`config.mk`:
```
export PLATFORM = sky130hd
export DESIGN_NAME = pipe_scoreboard
export DESIGN_NICKNAME = d
export VERILOG_FILES = /design/src/rtl/pipe_pkg.sv /design/src/rtl/pipe_scoreboard_prio.sv /design/src/rtl/pipe_scoreboard.sv
export SDC_FILE = /design/constraint.sdc
export NUM_CORES = 1
export LEC_CHECK = 0
export CAP_MARGIN = 20
export CELL_PAD_IN_SITES_DETAIL_PLACEMENT = 0
export CELL_PAD_IN_SITES_GLOBAL_PLACEMENT = 1
export CORE_MARGIN = 3
export CORE_UTILIZATION = 40
export CTS_BUF_LIST = sky130_fd_sc_hd__clkbuf_16
export DETAILED_ROUTE_END_ITERATION = 10
export PLACE_DENSITY_LB_ADDON = 0.1
export SLEW_MARGIN = 25
export SYNTH_ARGS = -nofsm -noshare
export SYNTH_HDL_FRONTEND = slang
export SYNTH_SLANG_ARGS = --single-unit
```
`constraint.sdc`:
```
create_clock -name clk_i -period 5.5 [get_ports clk_i]
set_clock_uncertainty 0.05 [all_clocks]
set_input_delay 0.825 -clock clk_i [delete_from_list [all_inputs] [get_ports clk_i]]
set_output_delay 0.825 -clock clk_i [all_outputs]
set_load 0.005 [all_outputs]
```
`src/rtl/pipe_pkg.sv`:
```
// Shared encodings and configuration checks for the pipeline hazard/forwarding scoreboard.
package pipe_pkg;

  localparam int unsigned FWD_RF = 0;

  // Per-slot flags; the destination address is kept in a parallel vector because its width is a module parameter.
  typedef struct packed {
    logic valid;
    logic regwrite;
    logic memread;
  } slot_flags_t;

  function automatic int unsigned sel_width(input int unsigned nstage);
    return (nstage <= 2) ? 1 : int'($clog2(nstage));
  endfunction

  function automatic bit cfg_legal(input int unsigned nstage, input int unsigned nsrc,
                                   input int unsigned load_stage);
    return (nstage >= 2) && (nsrc >= 1) && (load_stage >= 1) && (load_stage <= nstage - 1);
  endfunction

endpackage

```
`src/rtl/pipe_scoreboard_prio.sv`:
```
// Youngest-match priority encoder: lowest slot index whose qualified destination equals addr_i.
module sb_prio_match #(
  parameter int unsigned NSTAGE = 3,
  parameter int unsigned AW     = 5,
  parameter int unsigned SW     = 2
) (
  input  logic [NSTAGE-1:0]    cand_i,
  input  logic [NSTAGE*AW-1:0] rd_i,
  input  logic [AW-1:0]        addr_i,
  output logic                 hit_o,
  output logic [SW-1:0]        idx_o
);

  // Scan oldest to youngest so the youngest hit is the last one written.
  always_comb begin
    hit_o = 1'b0;
    idx_o = '0;
    for (int unsigned i = 0; i < NSTAGE; i++) begin
      if (cand_i[NSTAGE-1-i] && (addr_i != '0) && (rd_i[(NSTAGE-1-i)*AW +: AW] == addr_i)) begin
        hit_o = 1'b1;
        idx_o = SW'(NSTAGE - 1 - i);
      end
    end
  end

endmodule

```
`src/rtl/pipe_scoreboard.sv`:
```
// Hazard and forwarding controller: tracks in-flight destinations, raises load-use stalls, selects EX forwards.
module pipe_scoreboard
  import pipe_pkg::*;
#(
  parameter  int unsigned NSTAGE     = 3,
  parameter  int unsigned NSRC       = 2,
  parameter  int unsigned AW         = 5,
  parameter  int unsigned LOAD_STAGE = 2,
  parameter  int unsigned CNTW       = 32,
  localparam int unsigned SW         = sel_width(NSTAGE)
) (
  input  logic               clk_i,
  input  logic               rst_i,
  input  logic               id_valid_i,
  input  logic [NSRC*AW-1:0] id_rs_i,
  input  logic [NSRC-1:0]    id_rs_used_i,
  input  logic [AW-1:0]      id_rd_i,
  input  logic               id_regwrite_i,
  input  logic               id_memread_i,
  input  logic               flush_i,
  input  logic               hold_i,
  output logic               stall_o,
  output logic               ex_valid_o,
  output logic [NSRC*SW-1:0] ex_fwd_sel_o,
  output logic [CNTW-1:0]    stall_cnt_o
);

  if (!cfg_legal(NSTAGE, NSRC, LOAD_STAGE)) begin : g_bad_cfg
    $error("pipe_scoreboard: illegal NSTAGE/NSRC/LOAD_STAGE combination");
  end

  localparam logic [SW-1:0] LS    = SW'(LOAD_STAGE);
  localparam logic [SW-1:0] LS_M1 = SW'(LOAD_STAGE - 1);

  slot_flags_t [NSTAGE-1:0] slot_q, slot_d;
  logic [NSTAGE*AW-1:0]     rd_q, rd_d;
  logic [NSRC*AW-1:0]       ex_rs_q, ex_rs_d;
  logic [NSRC-1:0]          ex_used_q, ex_used_d;
  logic [CNTW-1:0]          cnt_q, cnt_d;

  logic [NSTAGE-1:0]        wr_cand, fwd_cand, mr_vec;
  logic [NSRC-1:0]          st_hit, fw_hit, stall_src;
  logic [NSRC-1:0][SW-1:0]  st_idx, fw_idx;
  logic                     take;
  logic                     fwd_bad;

  always_comb begin
    wr_cand = '0;
    mr_vec  = '0;
    for (int unsigned p = 0; p < NSTAGE; p++) begin
      wr_cand[p] = slot_q[p].valid & slot_q[p].regwrite;
      mr_vec[p]  = slot_q[p].memread;
    end
  end

  // Slot 0 is the EX instruction itself, so it can never feed its own operands.
  assign fwd_cand = {wr_cand[NSTAGE-1:1], 1'b0};

  for (genvar s = 0; s < NSRC; s++) begin : g_src
    sb_prio_match #(.NSTAGE(NSTAGE), .AW(AW), .SW(SW)) u_stall_match (
      .cand_i (wr_cand),
      .rd_i   (rd_q),
      .addr_i (id_rs_i[s*AW +: AW]),
      .hit_o  (st_hit[s]),
      .idx_o  (st_idx[s])
    );

    sb_prio_match #(.NSTAGE(NSTAGE), .AW(AW), .SW(SW)) u_fwd_match (
      .cand_i (fwd_cand),
      .rd_i   (rd_q),
      .addr_i (ex_rs_q[s*AW +: AW]),
      .hit_o  (fw_hit[s]),
      .idx_o  (fw_idx[s])
    );

    // Stall only when the youngest producer is a load whose data is not yet forwardable.
    assign stall_src[s] = id_rs_used_i[s] & st_hit[s] & mr_vec[st_idx[s]] & (st_idx[s] < LS_M1);
    assign ex_fwd_sel_o[s*SW +: SW] = (slot_q[0].valid & ex_used_q[s] & fw_hit[s]) ? fw_idx[s]
                                                                                    : SW'(FWD_RF);
  end

  assign stall_o     = id_valid_i & ~flush_i & (|stall_src);
  assign take        = id_valid_i & ~stall_o & ~flush_i;
  assign ex_valid_o  = slot_q[0].valid;
  assign stall_cnt_o = cnt_q;

  always_comb begin
    slot_d    = slot_q;
    rd_d      = rd_q;
    ex_rs_d   = ex_rs_q;
    ex_used_d = ex_used_q;
    cnt_d     = cnt_q;
    if (!hold_i) begin
      for (int unsigned p = 1; p < NSTAGE; p++) begin
        slot_d[p]          = slot_q[p-1];
        rd_d[p*AW +: AW]   = rd_q[(p-1)*AW +: AW];
      end
      slot_d[0].valid    = take;
      slot_d[0].regwrite = take & id_regwrite_i;
      slot_d[0].memread  = take & id_memread_i;
      rd_d[AW-1:0]       = id_rd_i;
      ex_rs_d            = id_rs_i;
      ex_used_d          = id_rs_used_i;
      if (stall_o && (cnt_q != '1)) begin
        cnt_d = cnt_q + CNTW'(1);
      end
    end
  end

  always_ff @(posedge clk_i or posedge rst_i) begin
    if (rst_i) begin
      slot_q    <= '0;
      rd_q      <= '0;
      ex_rs_q   <= '0;
      ex_used_q <= '0;
      cnt_q     <= '0;
    end else begin
      slot_q    <= slot_d;
      rd_q      <= rd_d;
      ex_rs_q   <= ex_rs_d;
      ex_used_q <= ex_used_d;
      cnt_q     <= cnt_d;
    end
  end

  always_comb begin
    fwd_bad = 1'b0;
    for (int unsigned s = 0; s < NSRC; s++) begin
      if ((ex_fwd_sel_o[s*SW +: SW] != SW'(FWD_RF)) && mr_vec[ex_fwd_sel_o[s*SW +: SW]] &&
          (ex_fwd_sel_o[s*SW +: SW] < LS)) begin
        fwd_bad = 1'b1;
      end
    end
  end

  a_no_early_load_fwd: assert property (@(posedge clk_i) disable iff (rst_i) !fwd_bad);

endmodule
```
==> metrics.cfg, run 1 <==
[pwr]
leakage_uw = 0.00176
powerDensity_nw_per_um2 = 297
worst_ir_drop_vdd_v = 0.000200

[critical_path]
setup.worst_path.end_class = output pin
worst_path_dominant_cell_family = buffers and inverters
regToRegEndpoint = stall_cnt_o[1]
critPathMostFrequentCell = sky130_fd_sc_hd__clkdlybuf4s50_1
arrival_ns = 2.79
critical_path.max_fanout = 3
critical_path.slowest_cell = sky130_fd_sc_hd__clkdlybuf4s50_1
worstSetupStartpointType = input pin
critical_path.reg2reg.startpoint = rd_q[2]
worstRegToRegCells = 6
criticalPathCategory = input pin to output pin
worstPathBufferInverterCount = 2
crit_chain = clkdlybuf4s50_1 -> xor2_1 -> nor4_1 -> a22oi_1 -> nor3_1 -> clkdlybuf4s50_1
worstPathRequired_ns = 4.62
ff2ff_setup_slack_ns = 3.00
cp_slowest_stage_delay_ns = 0.54

[synth]
ys.warnings.count = 0
syn_inst = 264
number_of_distinct_library_cells_after_synthesis = 29
synth_compound_gate_area_share = 0.0252
post_synthesis_mux_area_share = 0.112
main_combinational_cell_family_by_area_after_synthesis = XOR/XNOR gates
synth-seq-area-share = 0.512
synth.net_count = 289
post_synth_xor_area_fraction = 0.166
synth_fa_ha_area_frac = 0.00388
synth_seq_cells = 66
syn-cell-area_um2 = 3220
synth-simple-area-share = 0.163
syn-mean-instance-area_um2 = 12.2

[floorplanning]
fp-row-count = 32
core-area_um2 = 7770
dieWidth_um = 95.8
die-area_um2 = 9170
die-height_um = 95.8
initial_core_util = 0.415
io_pins = 62

[global_routing]
first_global_vias = 2269
global_route_wire_length_before_repair_um = 11600
grt_util_all_layers = 0.166
grt_remaining_overflow = 0
grt_max_degree = 67
antenna_violations_before_repair = 0

[job]
maxCapViolations = 0

[finish]
syn_to_final_growth_pct = 31.5
ff_latch_area_um2 = 1650
area_used_by_multi_input_combinational_logic_um2 = 1510
number_of_cells_in_the_finished_layout_apart_from_fillers = 438
layout_commonest_cell = sky130_fd_sc_hd__dfrtp_1
filler_cell_count = 697
layout-drive-gt1-share = 0.170
num_antenna_cells = 0
layout.cells.most_common_list = sky130_fd_sc_hd__dfrtp_1 (66), sky130_fd_sc_hd__clkdlybuf4s50_1 (61), sky130_fd_sc_hd__xnor2_1 (50)
final_nets = 356

[placed_design]
port_buffers = 61
post-place-cells = 422
post-dp-hpwl_um = 4850
gpl.final_weighted_congestion = 0.806

[hold_path]
min-delay-path-class = flip-flop to flip-flop
min_path_cells = 1
min_from = stall_cnt_o[30]
whs_endpoint = stall_cnt_o[30]

[clocking]
tritoncts.num_buffers = 9
ctsHoldBuffers = 0
postCtsSetupBuffers = 0
clock_tree.buffer_depth = 2
worst_setup_hold_path_clk_slew_ns = 0.05
clock_latency_late_sink_ns = 0.32
cts_root_buffer = sky130_fd_sc_hd__clkbuf_16
tritoncts_num_sinks = 66
cts-htree-levels = 3
cts_tree = yes
post_cts_resize_count = 0

[status]
status = complete, no violations

[sta]
final_cycle_utilization_of_the_critical_path = 0.667
setup-violations-final = 0
setup_tns_ns = 0
grt_setup_unrepaired = false
max_slew.worst_pin.slew_ns = 0.836
timing.fmax_mhz = 273
min_period_ns = 3.67
hold_viol_final = 0
maxSlewHeadroom = 0.443
drv_slew = 0

[detailed_routing]
dr_total_vias = 2213
via_per_inst = 5.05
drt-wirelength-per-cell_um = 15.5
drt_initial_violations = 107
first_pass_iteration_count_of_the_detailed_router = 6
routed_wirelength_um = 6810
dr_wl_met2_um = 3320
highest_layer = met4
drc = 0
met3_wirelength_um = 293
final_antenna_net_count = 0
met1_length_um = 3100

-- flip-flops by register name, summed over array words and instances (netlist names) --
register and cells:
ex_rs_q 10, stall_cnt_o 32, ex_used_q 2, rd_q 15
mr_vec 1, slot_q 5, ex_valid_o 1
-- Yosys cell counts --
| master | instances | area share |
|---|---|---|
| sky130_fd_sc_hd__a211oi_1 | 2 | 0.0047 |
| sky130_fd_sc_hd__nand4_2 | 3 | 0.012 |
| sky130_fd_sc_hd__nor3_1 | 4 | 0.0062 |
| sky130_fd_sc_hd__xnor2_1 | 50 | 0.14 |
| sky130_fd_sc_hd__and3_1 | 9 | 0.017 |
| sky130_fd_sc_hd__buf_6 | 3 | 0.010 |
| sky130_fd_sc_hd__ha_1 | 1 | 0.0039 |
| sky130_fd_sc_hd__a21o_1 | 1 | 0.0023 |
| sky130_fd_sc_hd__a22o_1 | 2 | 0.0054 |
| sky130_fd_sc_hd__mux2_2 | 32 | 0.11 |
| sky130_fd_sc_hd__clkbuf_1 | 5 | 0.0058 |
| sky130_fd_sc_hd__and4_1 | 3 | 0.0082 |
| sky130_fd_sc_hd__nand3_1 | 19 | 0.029 |
| sky130_fd_sc_hd__nor4_1 | 4 | 0.0078 |
| sky130_fd_sc_hd__and2_1 | 7 | 0.014 |
| sky130_fd_sc_hd__a22oi_1 | 1 | 0.0023 |
| sky130_fd_sc_hd__nor2_1 | 6 | 0.0070 |
| sky130_fd_sc_hd__nand2b_1 | 1 | 0.0019 |
| sky130_fd_sc_hd__nor4_4 | 1 | 0.0066 |
| sky130_fd_sc_hd__inv_1 | 2 | 0.0023 |
| sky130_fd_sc_hd__and3_2 | 2 | 0.0047 |
| sky130_fd_sc_hd__and4_2 | 1 | 0.0031 |
| sky130_fd_sc_hd__xor2_1 | 11 | 0.030 |
| sky130_fd_sc_hd__o21a_1 | 1 | 0.0023 |
| sky130_fd_sc_hd__nand4_1 | 16 | 0.031 |
| sky130_fd_sc_hd__or4_1 | 2 | 0.0047 |
| sky130_fd_sc_hd__nand2_1 | 8 | 0.0093 |
| sky130_fd_sc_hd__dfrtp_1 | 66 | 0.51 |
| sky130_fd_sc_hd__a311oi_4 | 1 | 0.0082 |
-- worst register-to-register path: stages, from the launching register on --
cell and delay [ns]:
sky130_fd_sc_hd__dfrtp_1 0.46, sky130_fd_sc_hd__xor2_1 0.20, sky130_fd_sc_hd__nor4_1 0.35, sky130_fd_sc_hd__a22oi_1 0.25, sky130_fd_sc_hd__a311oi_4 0.30, sky130_fd_sc_hd__buf_4 0.38
sky130_fd_sc_hd__mux2_2 0.39
-- cell families (layout without fill, tap and decap cells) --
group | after synthesis | in the layout
xor gates and xnor gates | 61 | 61
AOI/OAI and AO/OA | 8 | 8
adders and majority gates | 1 | 1
and+or+nand+nor | 86 | 86
buffers and inverters | 10 | 82
DFF | 66 | 66
muxes | 32 | 32
-- power breakdown --
group,switching (uW),internal (uW),leakage [uW],total [uW]
logic,44.3,73.9,0.000753,118
clock network,194,391,0.000148,584
registers,40.8,516,0.000857,557
-- area by class of cell --
| type | count | area share |
|---|---|---|
| Sequential cell | 66 | 0.389 |
| Clock inverter | 7 | 0.0198 |
| Timing Repair Buffer | 64 | 0.149 |
| Inverter | 2 | 0.00177 |
| Clock buffer | 9 | 0.0531 |
| Tap cell | 102 | 0.0301 |
| Multi-Input combinational cell | 188 | 0.357 |
-- metal layers --
metal	global-route usage	vias up
met5	0	-
met4	0.0557	0
met3	0.0453	7
met2	0.258	46
met1	0.223	1089
li1	-	1071
-- how the worst max path moves through the flow --
stage          cells after the start    endpoint  slack (ns)  startpoint
2_1_floorplan                      1  ex_rs_q[0]        2.97       rst_i
3_3_place_gp                       6     stall_o        1.81  id_rs_i[7]
3_5_place_dp                       6     stall_o        1.83  id_rs_i[7]
4_1_cts                            6     stall_o        1.80  id_rs_i[7]
5_1_grt                            6     stall_o        1.67  id_rs_i[7]
6_report                           6     stall_o        1.83  id_rs_i[7]
-- metrics by stage --
step / utilization / instance area (um2) / hold WS, ns / power [uW] / setup slack (ns)
after floorplan: - / 3220 / 0.421 / 638 / 2.97
after global placement: 0.506 / 3930 / 0.428 / 684 / 1.81
after detailed placement: 0.506 / 3930 / 0.433 / 685 / 1.83
after CTS: 0.546 / 4240 / 0.442 / 1280 / 1.80
after global routing: 0.546 / 4240 / 0.468 / 1320 / 1.67
final: 0.546 / 4240 / 0.434 / 1260 / 1.83
(Power assumes the default switching activity.)
==> run 2, diff against run 1 <==
clock period = 3.7 ns   (was 5.5 ns; I/O delays follow)
==> metrics.cfg, run 2 (synthesized netlist as in run 1, its figures left out) <==
[clocking]
clock_latency_late_sink_ns = 0.32  ; about the same
cts_root_buffer = sky130_fd_sc_hd__clkbuf_16
worst_setup_hold_path_clk_slew_ns = 0.05  ; about the same
tritoncts.num_buffers = 9  ; unchanged
postCtsSetupBuffers = 0  ; unchanged
cts_tree = yes
tritoncts_num_sinks = 66  ; unchanged
ctsHoldBuffers = 0  ; unchanged
cts-htree-levels = 3  ; unchanged
post_cts_resize_count = 0  ; unchanged
clock_tree.buffer_depth = 2  ; unchanged

[critical_path]
worst_setup_endpoint = stall_o
setup.worst_path.end_class = output pin
worstSetupStartpointType = input pin
critical_path.reg2reg.startpoint = rd_q[2]
crit_chain = clkdlybuf4s50_1 -> xor2_1 -> nor4_1 -> a22oi_1 -> nor3_1 -> clkdlybuf4s50_1
ff2ff_setup_slack_ns = 1.22  ; -1.78 ns
cp_slowest_stage_delay_ns = 0.53  ; about the same
critical_path.max_fanout = 3  ; unchanged
critical_path.slowest_cell = sky130_fd_sc_hd__clkdlybuf4s50_1
worstPathBufferInverterCount = 2  ; unchanged
worstPathRequired_ns = 3.09  ; -1.53 ns
arrival_ns = 2.50  ; -0.29 ns
worst_path_dominant_cell_family = buffers and inverters
worstRegToRegCells = 6  ; unchanged
regToRegEndpoint = stall_cnt_o[1]
timing.critical_path.depth = 6  ; unchanged
criticalPathCategory = input pin to output pin
critPathMostFrequentCell = sky130_fd_sc_hd__clkdlybuf4s50_1
startpoint = id_rs_i[7]

[detailed_routing]
dr_wl_met2_um = 3430  ; +3.4%
drc = 0  ; unchanged
final_antenna_net_count = 0  ; unchanged
met3_wirelength_um = 189  ; -35%
drt-wirelength-per-cell_um = 15.8  ; +1.4%
highest_layer = met4
dr_total_vias = 2205  ; -0.36%
met1_length_um = 3200  ; +3.0%
routed_wirelength_um = 6900  ; +1.4%
drt_initial_violations = 63  ; -41%
first_pass_iteration_count_of_the_detailed_router = 4  ; -2
via_per_inst = 5.03  ; -0.36%

[sta]
drv_slew = 0  ; unchanged
final.setup.worst_slack_ns = 0.596  ; -1.24 ns
min_period_ns = 3.10
timing.fmax_mhz = 322
grt_setup_unrepaired = false
hold_viol_final = 0  ; unchanged
setup_tns_ns = 0  ; unchanged
max_slew.worst_pin.slew_ns = 0.524  ; -0.312 ns
maxSlewHeadroom = 0.651  ; +0.208
setup-violations-final = 0  ; unchanged
hold_ws_ns = 0.444  ; +0.00992 ns
final_cycle_utilization_of_the_critical_path = 0.839

[status]
status = complete, no violations

[global_routing]
first_global_vias = 2276  ; +0.31%
global_route_wire_length_before_repair_um = 11600  ; +0.29%
grt_max_degree = 42  ; -37%
antenna_violations_before_repair = 0  ; unchanged
grt_util_all_layers = 0.165  ; -0.000362
grt_remaining_overflow = 0  ; unchanged

[hold_path]
min-delay-path-class = flip-flop to flip-flop

[finish]
layout_commonest_cell = sky130_fd_sc_hd__dfrtp_1
syn_to_final_growth_pct = 30.8
filler_cell_count = 700  ; +0.43%
final_nets = 357  ; +0.28%
post-route-util = 0.543  ; -0.00322
layout.cells.most_common_list = sky130_fd_sc_hd__dfrtp_1 (66), sky130_fd_sc_hd__clkdlybuf4s50_1 (61), sky130_fd_sc_hd__xnor2_1 (50)
num_antenna_cells = 0  ; unchanged
largest_register_ffs = 32  ; unchanged
layout-drive-gt1-share = 0.170  ; unchanged

[placed_design]
gpl.final_weighted_congestion = 0.802  ; -0.48%
post-dp-hpwl_um = 4910  ; +1.4%
place_worst_setup_slack_ns = 0.578  ; -1.25 ns
port_buffers = 61  ; unchanged

[floorplanning]
die-area_um2 = 9170  ; unchanged
fp-row-count = 32  ; unchanged
core-area_um2 = 7770  ; unchanged
dieWidth_um = 95.8  ; unchanged
io_pins = 62  ; unchanged
die-height_um = 95.8  ; unchanged
initial_core_util = 0.415  ; unchanged

[pwr]
power.total_uw = 1790  ; +42%
powerDensity_nw_per_um2 = 424  ; +43%
worst_ir_drop_vdd_v = 0.000256  ; +28%
leakage_uw = 0.00176  ; +0.11%

[job]
maxCapViolations = 0  ; unchanged

## run 2: power by group
part	total (uW)	leakage, uW	switching, uW	internal, uW
clock	784	0.000145	277	507
combinational	176	0.000758	65.5	110
sequential	828	0.000857	61.0	767
## run 2: final cells by class
type	instances	area, um2	share of cell area
clock buffer	9	225	0.0534
clock inverter	6	51.3	0.0122
inverter	2	7.51	0.00178
multi-input combinational	188	1510	0.359
sequential	66	1650	0.392
tap	102	128	0.0303
timing repair buffer	65	641	0.152
## run 2: worst min-delay path by stage
stage	startpoint	endpoint	cells past startpoint
final	stall_cnt_o[9]	stall_cnt_o[9]	1
after global routing	stall_cnt_o[11]	stall_cnt_o[11]	1
after CTS	stall_cnt_o[21]	stall_cnt_o[21]	1
after detailed placement	stall_cnt_o[21]	stall_cnt_o[21]	1
after global placement	stall_cnt_o[5]	stall_cnt_o[5]	1
after floorplan	slot_q[7]	slot_q[7]	1
## run 2: worst register-to-register path, stage by stage (launching register included)
cell                       delay (ns)
sky130_fd_sc_hd__dfrtp_1         0.46
sky130_fd_sc_hd__xor2_1          0.20
sky130_fd_sc_hd__nor4_1          0.35
sky130_fd_sc_hd__a22oi_1         0.25
sky130_fd_sc_hd__a311oi_4        0.30
sky130_fd_sc_hd__buf_4           0.36
sky130_fd_sc_hd__mux2_2          0.39
## run 2: through the flow
stage / instance area, um2 / cells
floorplan: 3220 / 264
global placement: 3940 / 423
detailed placement: 3940 / 423
CTS: 4220 / 438
global route: 4220 / 438
finish: 4220 / 438
## run 2: routing by layer
layer	global-route usage	vias to the layer above
met1	0.221	1091
met3	0.0438	6
met2	0.265	34
li1	-	1074
met4	0.0462	0
met5	0	-
==> run 3, diff against run 2 <==
clock period = 2.9 ns   (was 3.7 ns; I/O delays follow)
==> metrics.cfg, run 3 (synthesized netlist as in run 1, its figures left out) <==
[global_routing]
grt_remaining_overflow = 0  ; unchanged
global_route_wire_length_before_repair_um = 11700  ; +0.78%
grt_util_met3 = 0.0493  ; +0.00547
grt_max_degree = 67  ; +60%
grt_util_met1 = 0.219  ; -0.00249
grt_util_all_layers = 0.167  ; +0.00224
grt_most_used_layer = met2
first_global_vias = 2325  ; +2.2%
use_met2 = 0.271  ; +0.00637
antenna_violations_before_repair = 0  ; unchanged

[placed_design]
post-dp-hpwl_um = 4890  ; -0.50%
gpl.final_weighted_congestion = 0.779  ; -2.9%
port_buffers = 61  ; unchanged
place_worst_setup_slack_ns = 0.0700  ; -0.508 ns

[detailed_routing]
first_pass_iteration_count_of_the_detailed_router = 4  ; unchanged
drt_initial_violations = 70  ; +11%
drc = 0  ; unchanged
drt-wirelength-per-cell_um = 15.8  ; +0.38%
dr_total_vias = 2239  ; +1.5%
final_antenna_net_count = 0  ; unchanged
routed_wirelength_um = 6960  ; +0.84%
via_per_inst = 5.09  ; +1.1%

[status]
status = complete, no violations

[sta]
drv_slew = 0  ; unchanged
setup-violations-final = 0  ; unchanged
maxSlewHeadroom = 0.717  ; +0.0661
final_cycle_utilization_of_the_critical_path = 0.950
timing.fmax_mhz = 363
hold_viol_final = 0  ; unchanged
min_period_ns = 2.75
final.setup.worst_slack_ns = 0.145  ; -0.451 ns
max_slew.worst_pin.slew_ns = 0.424  ; -0.0992 ns
setup_tns_ns = 0  ; unchanged

[clocking]
worst_setup_hold_path_clk_slew_ns = 0.05  ; about the same
ctsHoldBuffers = 0  ; unchanged
cts-htree-levels = 3  ; unchanged
cts_tree = yes
tritoncts.num_buffers = 9  ; unchanged
postCtsSetupBuffers = 0  ; unchanged
clock_tree.buffer_depth = 2  ; unchanged
clock_latency_late_sink_ns = 0.32  ; about the same
post_cts_resize_count = 0  ; unchanged
tritoncts_num_sinks = 66  ; unchanged
cts_root_buffer = sky130_fd_sc_hd__clkbuf_16

[critical_path]
worstPathRequired_ns = 2.41  ; -0.68 ns
worstRegToRegCells = 7  ; +1
setup.worst_path.end_class = output pin
worstSetupStartpointType = input pin
worst_setup_endpoint = stall_o
arrival_ns = 2.27  ; -0.23 ns
critical_path.reg2reg.startpoint = rd_q[2]
ff2ff_setup_slack_ns = 0.54  ; -0.68 ns
startpoint = id_rs_i[3]
regToRegEndpoint = stall_cnt_o[1]
critical_path.max_fanout = 3  ; unchanged
criticalPathCategory = input pin to output pin

[finish]
largest_register_ffs = 32  ; unchanged
num_antenna_cells = 0  ; unchanged
layout-drive-gt1-share = 0.178  ; +0.00787
layout_commonest_cell = sky130_fd_sc_hd__dfrtp_1
syn_to_final_growth_pct = 31.7
final_nets = 358  ; +0.28%
layout.cells.most_common_list = sky130_fd_sc_hd__dfrtp_1 (66), sky130_fd_sc_hd__clkdlybuf4s50_1 (60), sky130_fd_sc_hd__xnor2_1 (50)

[floorplanning]
dieWidth_um = 95.8  ; unchanged
io_pins = 62  ; unchanged
die-height_um = 95.8  ; unchanged
die-area_um2 = 9170  ; unchanged
fp-row-count = 32  ; unchanged
core-area_um2 = 7770  ; unchanged
initial_core_util = 0.415  ; unchanged

[pwr]
leakage_uw = 0.00177  ; +0.83%
worst_ir_drop_vdd_v = 0.000335  ; +31%
powerDensity_nw_per_um2 = 519  ; +22%

[hold_path]
min_from = stall_cnt_o[27]
min-delay-path-class = flip-flop to flip-flop

[job]
maxCapViolations = 0  ; unchanged

[run 3: worst max-delay path, stage by stage]
cell and delay (ns):
sky130_fd_sc_hd__clkdlybuf4s50_1 0.47, sky130_fd_sc_hd__xor2_1 0.18, sky130_fd_sc_hd__nor4_2 0.33, sky130_fd_sc_hd__a22oi_2 0.12
sky130_fd_sc_hd__nor3_1 0.20, sky130_fd_sc_hd__clkdlybuf4s50_1 0.53
[run 3: through the flow]
step	utilization	hold slack, ns	total power, uW	area [um2]	std cells
final	0.547	0.443	2210	4250	440
after global routing	0.547	0.470	2310	4250	440
after CTS	0.544	0.444	2240	4230	440
after detailed placement	0.511	0.432	1300	3970	424
after global placement	0.511	0.430	1300	3970	424
after floorplan	-	0.421	1210	3220	264
[run 3: worst min path at each step]
stage | depth (start not counted) | slack (ns) | to
2_1_floorplan | 1 | 0.42 | slot_q[7]
3_3_place_gp | 1 | 0.43 | stall_cnt_o[21]
3_5_place_dp | 1 | 0.43 | stall_cnt_o[21]
4_1_cts | 1 | 0.44 | stall_cnt_o[27]
5_1_grt | 1 | 0.47 | stall_cnt_o[5]
6_report | 1 | 0.44 | stall_cnt_o[27]
[run 3: cell type report]
class,instances,area (um2)
flip-flops and latches,66,1650
clock inverters,7,27.5
clock buffers,9,225
repair buffers,66,676
multi-input cells,188,1530
fillers,700,3520
well taps,102,128
inverters,2,7.51
[run 3: per-layer routing]
metal / wire (um) / vias to the layer above
li1: - / 1078
met1: 3160 / 1114
met2: 3430 / 42
met3: 322 / 5
met4: 49 / 0
met5: 0 / -
[run 3: power breakdown]
part / internal (uW) / switching (uW) / total [uW] / leakage, uW
clock network: 557 / 361 / 919 / 0.000128
logic: 143 / 87.6 / 231 / 0.000790
registers: 979 / 77.0 / 1060 / 0.000857
